[src/rtl/shifter_fifo_pkg.sv]
// Shared definitions for the shifter-based FIFO controller: state codes and
// width helpers derived from the FIFO depth.
package shifter_fifo_pkg;

  typedef logic [1:0] fifo_state_t;

  localparam fifo_state_t ST_EMPTY   = 2'd0;
  localparam fifo_state_t ST_PARTIAL = 2'd1;
  localparam fifo_state_t ST_FULL    = 2'd2;
  localparam fifo_state_t ST_FLUSH   = 2'd3;

  // Occupancy counter width: must represent 0..depth inclusive.
  function automatic int cnt_width(input int depth);
    return $clog2(depth) + 1;
  endfunction

  // Tap-select width of the shifter's variable output.
  function automatic int sel_width(input int depth);
    return $clog2(depth - 1);
  endfunction

  localparam int CNT_W = cnt_width(32);
  localparam int SEL_W = sel_width(32);

endpackage

[src/rtl/shifter_fifo_ctrl.sv]
// FIFO controller wrapped around a shifter_2d datapath. New words shift in at
// tap 0; the oldest word lives at tap count-1 and is read via the variable tap.
module shifter_fifo_ctrl
  import shifter_fifo_pkg::*;
#(
  parameter int tamanyo = 32,
  parameter int size    = 8
) (
  input  logic                               clock,
  input  logic                               reset,
  input  logic                               clear,
  input  logic                               push,
  input  logic [size-1:0]                    data_in,
  input  logic                               pop,
  output logic [size-1:0]                    data_out,
  output logic                               data_valid,
  output logic                               fifo_full,
  output logic                               fifo_empty,
  output logic [cnt_width(tamanyo)-1:0]      count,
  output logic                               overflow,
  output logic                               underflow,
  output logic                               sh_enable,
  output logic                               sh_modo,
  output logic [sel_width(tamanyo)-1:0]      sh_seleccion,
  output logic [size-1:0]                    sh_entrada,
  output logic                               sh_clear,
  input  logic [size-1:0]                    sh_salida
);

  localparam int CW = cnt_width(tamanyo);
  localparam int SW = sel_width(tamanyo);
  localparam logic [CW-1:0] DEPTH = CW'(tamanyo);
  localparam logic [CW-1:0] ZERO  = {CW{1'b0}};
  localparam logic [CW-1:0] ONE   = CW'(1);

  fifo_state_t     state;
  fifo_state_t     state_next;
  logic [CW-1:0]   count_next;
  logic            flushing;
  logic            push_ok;
  logic            pop_ok;

  // A flush request on the input, or the flush cycle itself, swallows
  // any push/pop presented in the same cycle.
  assign flushing   = (state == ST_FLUSH) || !clear;

  // Status comes only from the registered occupancy.
  assign fifo_full  = (count == DEPTH);
  assign fifo_empty = (count == ZERO);

  // Push is allowed when full only if a pop frees the oldest slot at the
  // same edge (the shift discards exactly the word being read).
  assign push_ok    = push & (!fifo_full | pop) & !flushing;
  assign pop_ok     = pop & !fifo_empty & !flushing;

  assign sh_enable    = push_ok;
  assign sh_modo      = 1'b1;
  assign sh_entrada   = data_in;
  assign sh_clear     = (state != ST_FLUSH);
  assign sh_seleccion = fifo_empty ? {SW{1'b0}} : SW'(count - ONE);

  // Next occupancy from the accepted push/pop pair.
  always_comb begin
    count_next = count;
    case ({push_ok, pop_ok})
      2'b10:   count_next = count + ONE;
      2'b01:   count_next = count - ONE;
      default: count_next = count;
    endcase
  end

  // Next state: flush request dominates, otherwise follow the new occupancy.
  always_comb begin
    state_next = state;
    if (!clear) begin
      state_next = ST_FLUSH;
    end else begin
      case (state)
        ST_FLUSH: state_next = ST_EMPTY;
        ST_EMPTY, ST_PARTIAL, ST_FULL: begin
          if (count_next == ZERO) begin
            state_next = ST_EMPTY;
          end else if (count_next == DEPTH) begin
            state_next = ST_FULL;
          end else begin
            state_next = ST_PARTIAL;
          end
        end
        default: state_next = ST_EMPTY;
      endcase
    end
  end

  // State, occupancy and sticky error flags.
  always_ff @(posedge clock or negedge reset) begin
    if (!reset) begin
      state     <= ST_EMPTY;
      count     <= ZERO;
      overflow  <= 1'b0;
      underflow <= 1'b0;
    end else begin
      state <= state_next;
      if (flushing) begin
        count     <= ZERO;
        overflow  <= 1'b0;
        underflow <= 1'b0;
      end else begin
        count <= count_next;
        if (push && !push_ok) begin
          overflow <= 1'b1;
        end
        if (pop && !pop_ok) begin
          underflow <= 1'b1;
        end
      end
    end
  end

  // Read port: capture the pre-shift oldest word and pulse data_valid.
  always_ff @(posedge clock or negedge reset) begin
    if (!reset) begin
      data_out   <= {size{1'b0}};
      data_valid <= 1'b0;
    end else begin
      data_valid <= pop_ok;
      if (pop_ok) begin
        data_out <= sh_salida;
      end
    end
  end

endmodule

[config.mk]
export PLATFORM = sky130hd
export DESIGN_NAME = shifter_fifo_ctrl
export DESIGN_NICKNAME = d
export VERILOG_FILES = /design/src/rtl/shifter_fifo_pkg.sv /design/src/rtl/shifter_fifo_ctrl.sv
export SDC_FILE = /design/constraint.sdc
export NUM_CORES = 1
export LEC_CHECK = 0
export BUFFER_PORTS_ARGS = -buffer_cell sky130_fd_sc_hd__clkbuf_2
export CORE_AREA = 8 8 64 66
export DETAILED_ROUTE_END_ITERATION = 10
export DIE_AREA = 0 0 72 74
export PLACE_DENSITY = 0.73
export SLEW_MARGIN = 20
export SYNTH_ARGS = -nofsm -noshare
export SYNTH_HDL_FRONTEND = slang
export SYNTH_SLANG_ARGS = --single-unit
[constraint.sdc]
create_clock -name clock -period 2.6 [get_ports clock]
set_input_delay 0.26 -clock clock [delete_from_list [all_inputs] [get_ports clock]]
set_output_delay 0.26 -clock clock [all_outputs]
set_load 0.03 [all_outputs]
==> metrics.txt <==
# TYPE chip_impl_metric gauge
chip_impl_metric{name="yosys_register_bits",unit=""} 19
chip_impl_metric{name="synth.yosys.seq_area_share",unit=""} 0.385
chip_impl_metric{name="area_growth",unit="%"} 25.6
chip_impl_metric{name="final_hold_viol_count",unit=""} 0
chip_impl_metric{name="worstPathBufferInverterCount",unit=""} 1
chip_impl_metric{name="site_row_count",unit=""} 21
chip_impl_metric{name="static_leakage",unit="uW"} 0.000768
chip_impl_metric{name="timing.max_cap.violations",unit=""} 0
chip_impl_metric{name="design_area",unit="um^2"} 1550
chip_impl_metric{name="clk_path_buf_depth",unit=""} 2
chip_impl_metric{name="grt_max_degree",unit=""} 20
chip_impl_metric{name="num_io_pins",unit=""} 56
chip_impl_metric{name="initial_core_util",unit=""} 0.389
chip_impl_info{name="slowest_stage",value="sky130_fd_sc_hd__dfrtp_2"} 1
chip_impl_metric{name="timing.final.max_slew_violations",unit=""} 0
chip_impl_metric{name="fin_worst_hold_slack",unit="ns"} 0.184
chip_impl_metric{name="vias",unit=""} 1078
chip_impl_metric{name="fin_cells",unit=""} 211
chip_impl_metric{name="die_width",unit="um"} 72
chip_impl_metric{name="placed_cell_area",unit="um^2"} 1470
chip_impl_metric{name="dpl.cell_count",unit=""} 204
chip_impl_metric{name="post_synth_num_cell_types",unit=""} 41
chip_impl_info{name="outcome",value="complete, no violations"} 1
chip_impl_metric{name="avgViaCountPerCell",unit=""} 5.11
chip_impl_metric{name="critPathArrivalTime",unit="ns"} 2.70
chip_impl_metric{name="skew",unit="ns"} 0.00286
chip_impl_metric{name="post-route-drc-count",unit=""} 0
chip_impl_metric{name="final_nets",unit=""} 192
chip_impl_metric{name="yosysWarnings",unit=""} 0
chip_impl_info{name="setup.worst_path.class",value="reg2reg"} 1
chip_impl_metric{name="num_antenna_cells",unit=""} 0
chip_impl_metric{name="floorplan.die_area",unit="um^2"} 5330
chip_impl_metric{name="grt_antenna_before_repair",unit=""} 0
chip_impl_metric{name="grt_use_total",unit=""} 0.115
chip_impl_metric{name="period_needed",unit="ns"} 2.53
chip_impl_info{name="clock_tree.root_cell",value="sky130_fd_sc_hd__clkbuf_4"} 1
chip_impl_metric{name="f_max",unit="MHz"} 396
chip_impl_metric{name="numClockSinks",unit=""} 19
chip_impl_metric{name="vdd_ir_drop_max",unit="mV"} 0.518
chip_impl_info{name="critical_path.cell_chain",value="nor3_4 -> nand3_2 -> or2_2 -> nand3_2 -> inv_2 -> ha_4 -> nor2b_4 -> a221oi_2 -> a31oi_2 -> nor4b_2 -> o21ai_1"} 1
chip_impl_metric{name="gp_congestion",unit=""} 0.938
chip_impl_info{name="type_of_origin_of_the_critical_path",value="flop"} 1
chip_impl_metric{name="clock_buffers_created_by_tritoncts",unit=""} 3
chip_impl_info{name="crit_family",value="simple AND/OR/NAND/NOR gates"} 1
chip_impl_metric{name="drtAntennaViolNets",unit=""} 0
chip_impl_metric{name="port_buffers",unit=""} 38
chip_impl_metric{name="powerDensity",unit="nW/um^2"} 655
chip_impl_metric{name="h-tree-depth",unit=""} 1
chip_impl_info{name="cp_common_cell",value="sky130_fd_sc_hd__nand3_2"} 1
chip_impl_info{name="cts_tree",value="yes"} 1
chip_impl_metric{name="detailedRoute.firstPassIterationCount",unit=""} 4
chip_impl_metric{name="required",unit="ns"} 2.78
chip_impl_metric{name="fp.dieH",unit="um"} 74
chip_impl_metric{name="via_count_of_the_first_global_routing_pass",unit=""} 1125
chip_impl_metric{name="worst_skew_pair.late_latency",unit="ns"} 0.29
chip_impl_metric{name="initialDrtViolationCount",unit=""} 43
chip_impl_metric{name="core_region_area",unit="um^2"} 3180
chip_impl_metric{name="hpwlAfterDp",unit="um"} 2570
chip_impl_metric{name="drt-wirelength-per-cell",unit="um"} 15.3
chip_impl_metric{name="routed_wirelength",unit="um"} 3220
chip_impl_metric{name="drive_gt1_frac",unit=""} 0.503
chip_impl_metric{name="synth_fp_nets",unit=""} 152
chip_impl_metric{name="post_synth_inst_count",unit=""} 126
chip_impl_metric{name="worstPathMaxFanout",unit=""} 7
chip_impl_metric{name="clock_pin_slew_on_the_worst_setup_and_hold_paths",unit="ns"} 0.10
chip_impl_metric{name="grt_overflow",unit=""} 0
chip_impl_metric{name="synth.avg_cell_area",unit="um^2"} 9.81
chip_impl_metric{name="layout_worst_path_cycle_share",unit=""} 0.972
chip_impl_metric{name="first_pass_grt_wire_length",unit="um"} 4890
chip_impl_metric{name="max_stage_delay",unit="ns"} 0.44
chip_impl_metric{name="synth_area",unit="um^2"} 1240
chip_impl_info{name="hold_path.class",value="in2reg"} 1
chip_impl_info{name="critical_path.endpoint_type",value="flop"} 1
chip_impl_metric{name="final-setup-viol-count",unit=""} 0
==> per-layer routing <==
metal / wire, um / vias to the layer above / global-route usage
met5: 0 / - / 0
met4: 35 / 0 / 0.0385
met3: 346 / 6 / 0.0539
met2: 1590 / 63 / 0.196
met1: 1250 / 512 / 0.122
li1: - / 497 / -
==> synthesized netlist by cell type <==
cell                       number  area [um^2]
sky130_fd_sc_hd__a21bo_1        1         10.0
sky130_fd_sc_hd__a21oi_1        6         30.0
sky130_fd_sc_hd__a21oi_2        1         8.76
sky130_fd_sc_hd__a221oi_1       1         8.76
sky130_fd_sc_hd__a221oi_2       1         15.0
sky130_fd_sc_hd__a22oi_1        1         7.51
sky130_fd_sc_hd__a31oi_1        3         18.8
sky130_fd_sc_hd__and2_0         1         6.26
sky130_fd_sc_hd__and2_1         4         25.0
sky130_fd_sc_hd__and3_1         2         12.5
sky130_fd_sc_hd__buf_2          1         5.00
sky130_fd_sc_hd__buf_4         10         75.1
sky130_fd_sc_hd__buf_6          2         22.5
sky130_fd_sc_hd__clkbuf_1       1         3.75
sky130_fd_sc_hd__conb_1         1         3.75
sky130_fd_sc_hd__dfrtp_1       19          475
sky130_fd_sc_hd__ha_1           5         62.6
sky130_fd_sc_hd__inv_1         10         37.5
sky130_fd_sc_hd__mux2_1         1         11.3
sky130_fd_sc_hd__mux2_2         7         78.8
sky130_fd_sc_hd__mux2i_1        1         10.0
sky130_fd_sc_hd__nand2_1        5         18.8
sky130_fd_sc_hd__nand2_2        1         6.26
sky130_fd_sc_hd__nand2b_1       2         12.5
sky130_fd_sc_hd__nand3_1        3         15.0
sky130_fd_sc_hd__nor2_1        13         48.8
sky130_fd_sc_hd__nor2b_1        2         12.5
sky130_fd_sc_hd__nor3_1         1         5.00
sky130_fd_sc_hd__nor3_2         1         10.0
sky130_fd_sc_hd__nor3_4         1         16.3
sky130_fd_sc_hd__nor3b_4        1         18.8
sky130_fd_sc_hd__nor4b_2        1         15.0
sky130_fd_sc_hd__o211ai_1       1         7.51
sky130_fd_sc_hd__o211ai_4       1         21.3
sky130_fd_sc_hd__o21a_1         1         7.51
sky130_fd_sc_hd__o21ai_0        5         25.0
sky130_fd_sc_hd__o221a_2        1         11.3
sky130_fd_sc_hd__o22ai_1        1         6.26
sky130_fd_sc_hd__o31a_1         2         17.5
sky130_fd_sc_hd__or2_2          1         6.26
sky130_fd_sc_hd__xnor2_1        3         26.3
==> per-stage QoR <==
| stage | TNS (ns) | util | worst slack (ns) | total power (uW) |
|---|---|---|---|---|
| final | 0 | 0.488 | 0.0718 | 1020 |
| after global routing | -0.0714 | 0.488 | -0.0372 | 1070 |
| after CTS | 0 | 0.475 | 0.0118 | 1020 |
| after detailed placement | 0 | 0.462 | 0.0125 | 871 |
| after global placement | 0 | 0.462 | 0.148 | 858 |
| after floorplan | -0.0923 | - | -0.0584 | 748 |
==> logic make-up (layout without fill, tap and decap cells) <==
kind of cell / after synthesis / in the layout / synth area share
compound gates: 26 / 26 / 0.158
xor+xnor: 3 / 3 / 0.0213
simple gates: 39 / 39 / 0.185
other cells: 1 / 1 / 0.00303
buf+inv: 24 / 63 / 0.116
mux: 9 / 9 / 0.0810
fa+ha+maj: 5 / 5 / 0.0506
flops: 19 / 19 / 0.385
==> final cells by class <==
type,instances,area (um^2)
flip-flops and latches,19,479
inverters,10,37.5
repair buffers,49,275
clock buffers,4,26.3
fillers,308,1630
multi-input cells,83,677
well taps,46,57.6
==> power by group <==
group / internal (uW) / switching (uW)
registers: 363 / 32.5
clock network: 59.6 / 86.7
logic: 159 / 316
==> worst register-to-register path, cell delays in order (launching register included) <==
cell,delay [ns]
sky130_fd_sc_hd__dfrtp_2,0.44
sky130_fd_sc_hd__nor3_4,0.25
sky130_fd_sc_hd__nand3_2,0.11
sky130_fd_sc_hd__or2_2,0.30
sky130_fd_sc_hd__nand3_2,0.12
sky130_fd_sc_hd__inv_2,0.07
sky130_fd_sc_hd__ha_4,0.18
sky130_fd_sc_hd__nor2b_4,0.14
sky130_fd_sc_hd__a221oi_2,0.26
sky130_fd_sc_hd__a31oi_2,0.08
sky130_fd_sc_hd__nor4b_2,0.35
sky130_fd_sc_hd__o21ai_1,0.10
==> placed cells by master, fill, tap and decap left out, drive strengths merged, types with 5 or more instances in the layout <==
cell type and count:
clkbuf 42, ha 5, inv 10, o21ai 5
buf 10, mux2 8, nand2 6, nor2 13
a21oi 7, and2 5, dfrtp 19
==> final timing paths <==
check | from | endpoint | slack [ns] | cells after the start
setup / recovery | count[3] | state[0] | 0.07 | 11
hold / removal | sh_salida[6] | data_out[6] | 0.18 | 2
setup reg to reg | count[3] | state[0] | 0.07 | 11
hold reg to reg | data_out[2] | data_out[2] | 0.51 | 1
max in group asynchronous | reset | count[3] | 1.82 | 2
min in group asynchronous | reset | underflow | 0.44 | 2
==> state kept, by name, indices dropped and copies added, names as in the netlist <==
name / cells
data_out: 8
count: 6
state: 2
data_valid: 1
overflow: 1
underflow: 1
==> what timing repair did <==
action,CTS,global route
gates resized for setup,1,7
pin swaps,0,5
buffers inserted,0,2
setup endpoints to repair,1,2
hold buffers,1,0
endpoints found under the hold margin,19,0
Power figures use the tool's default switching activity.
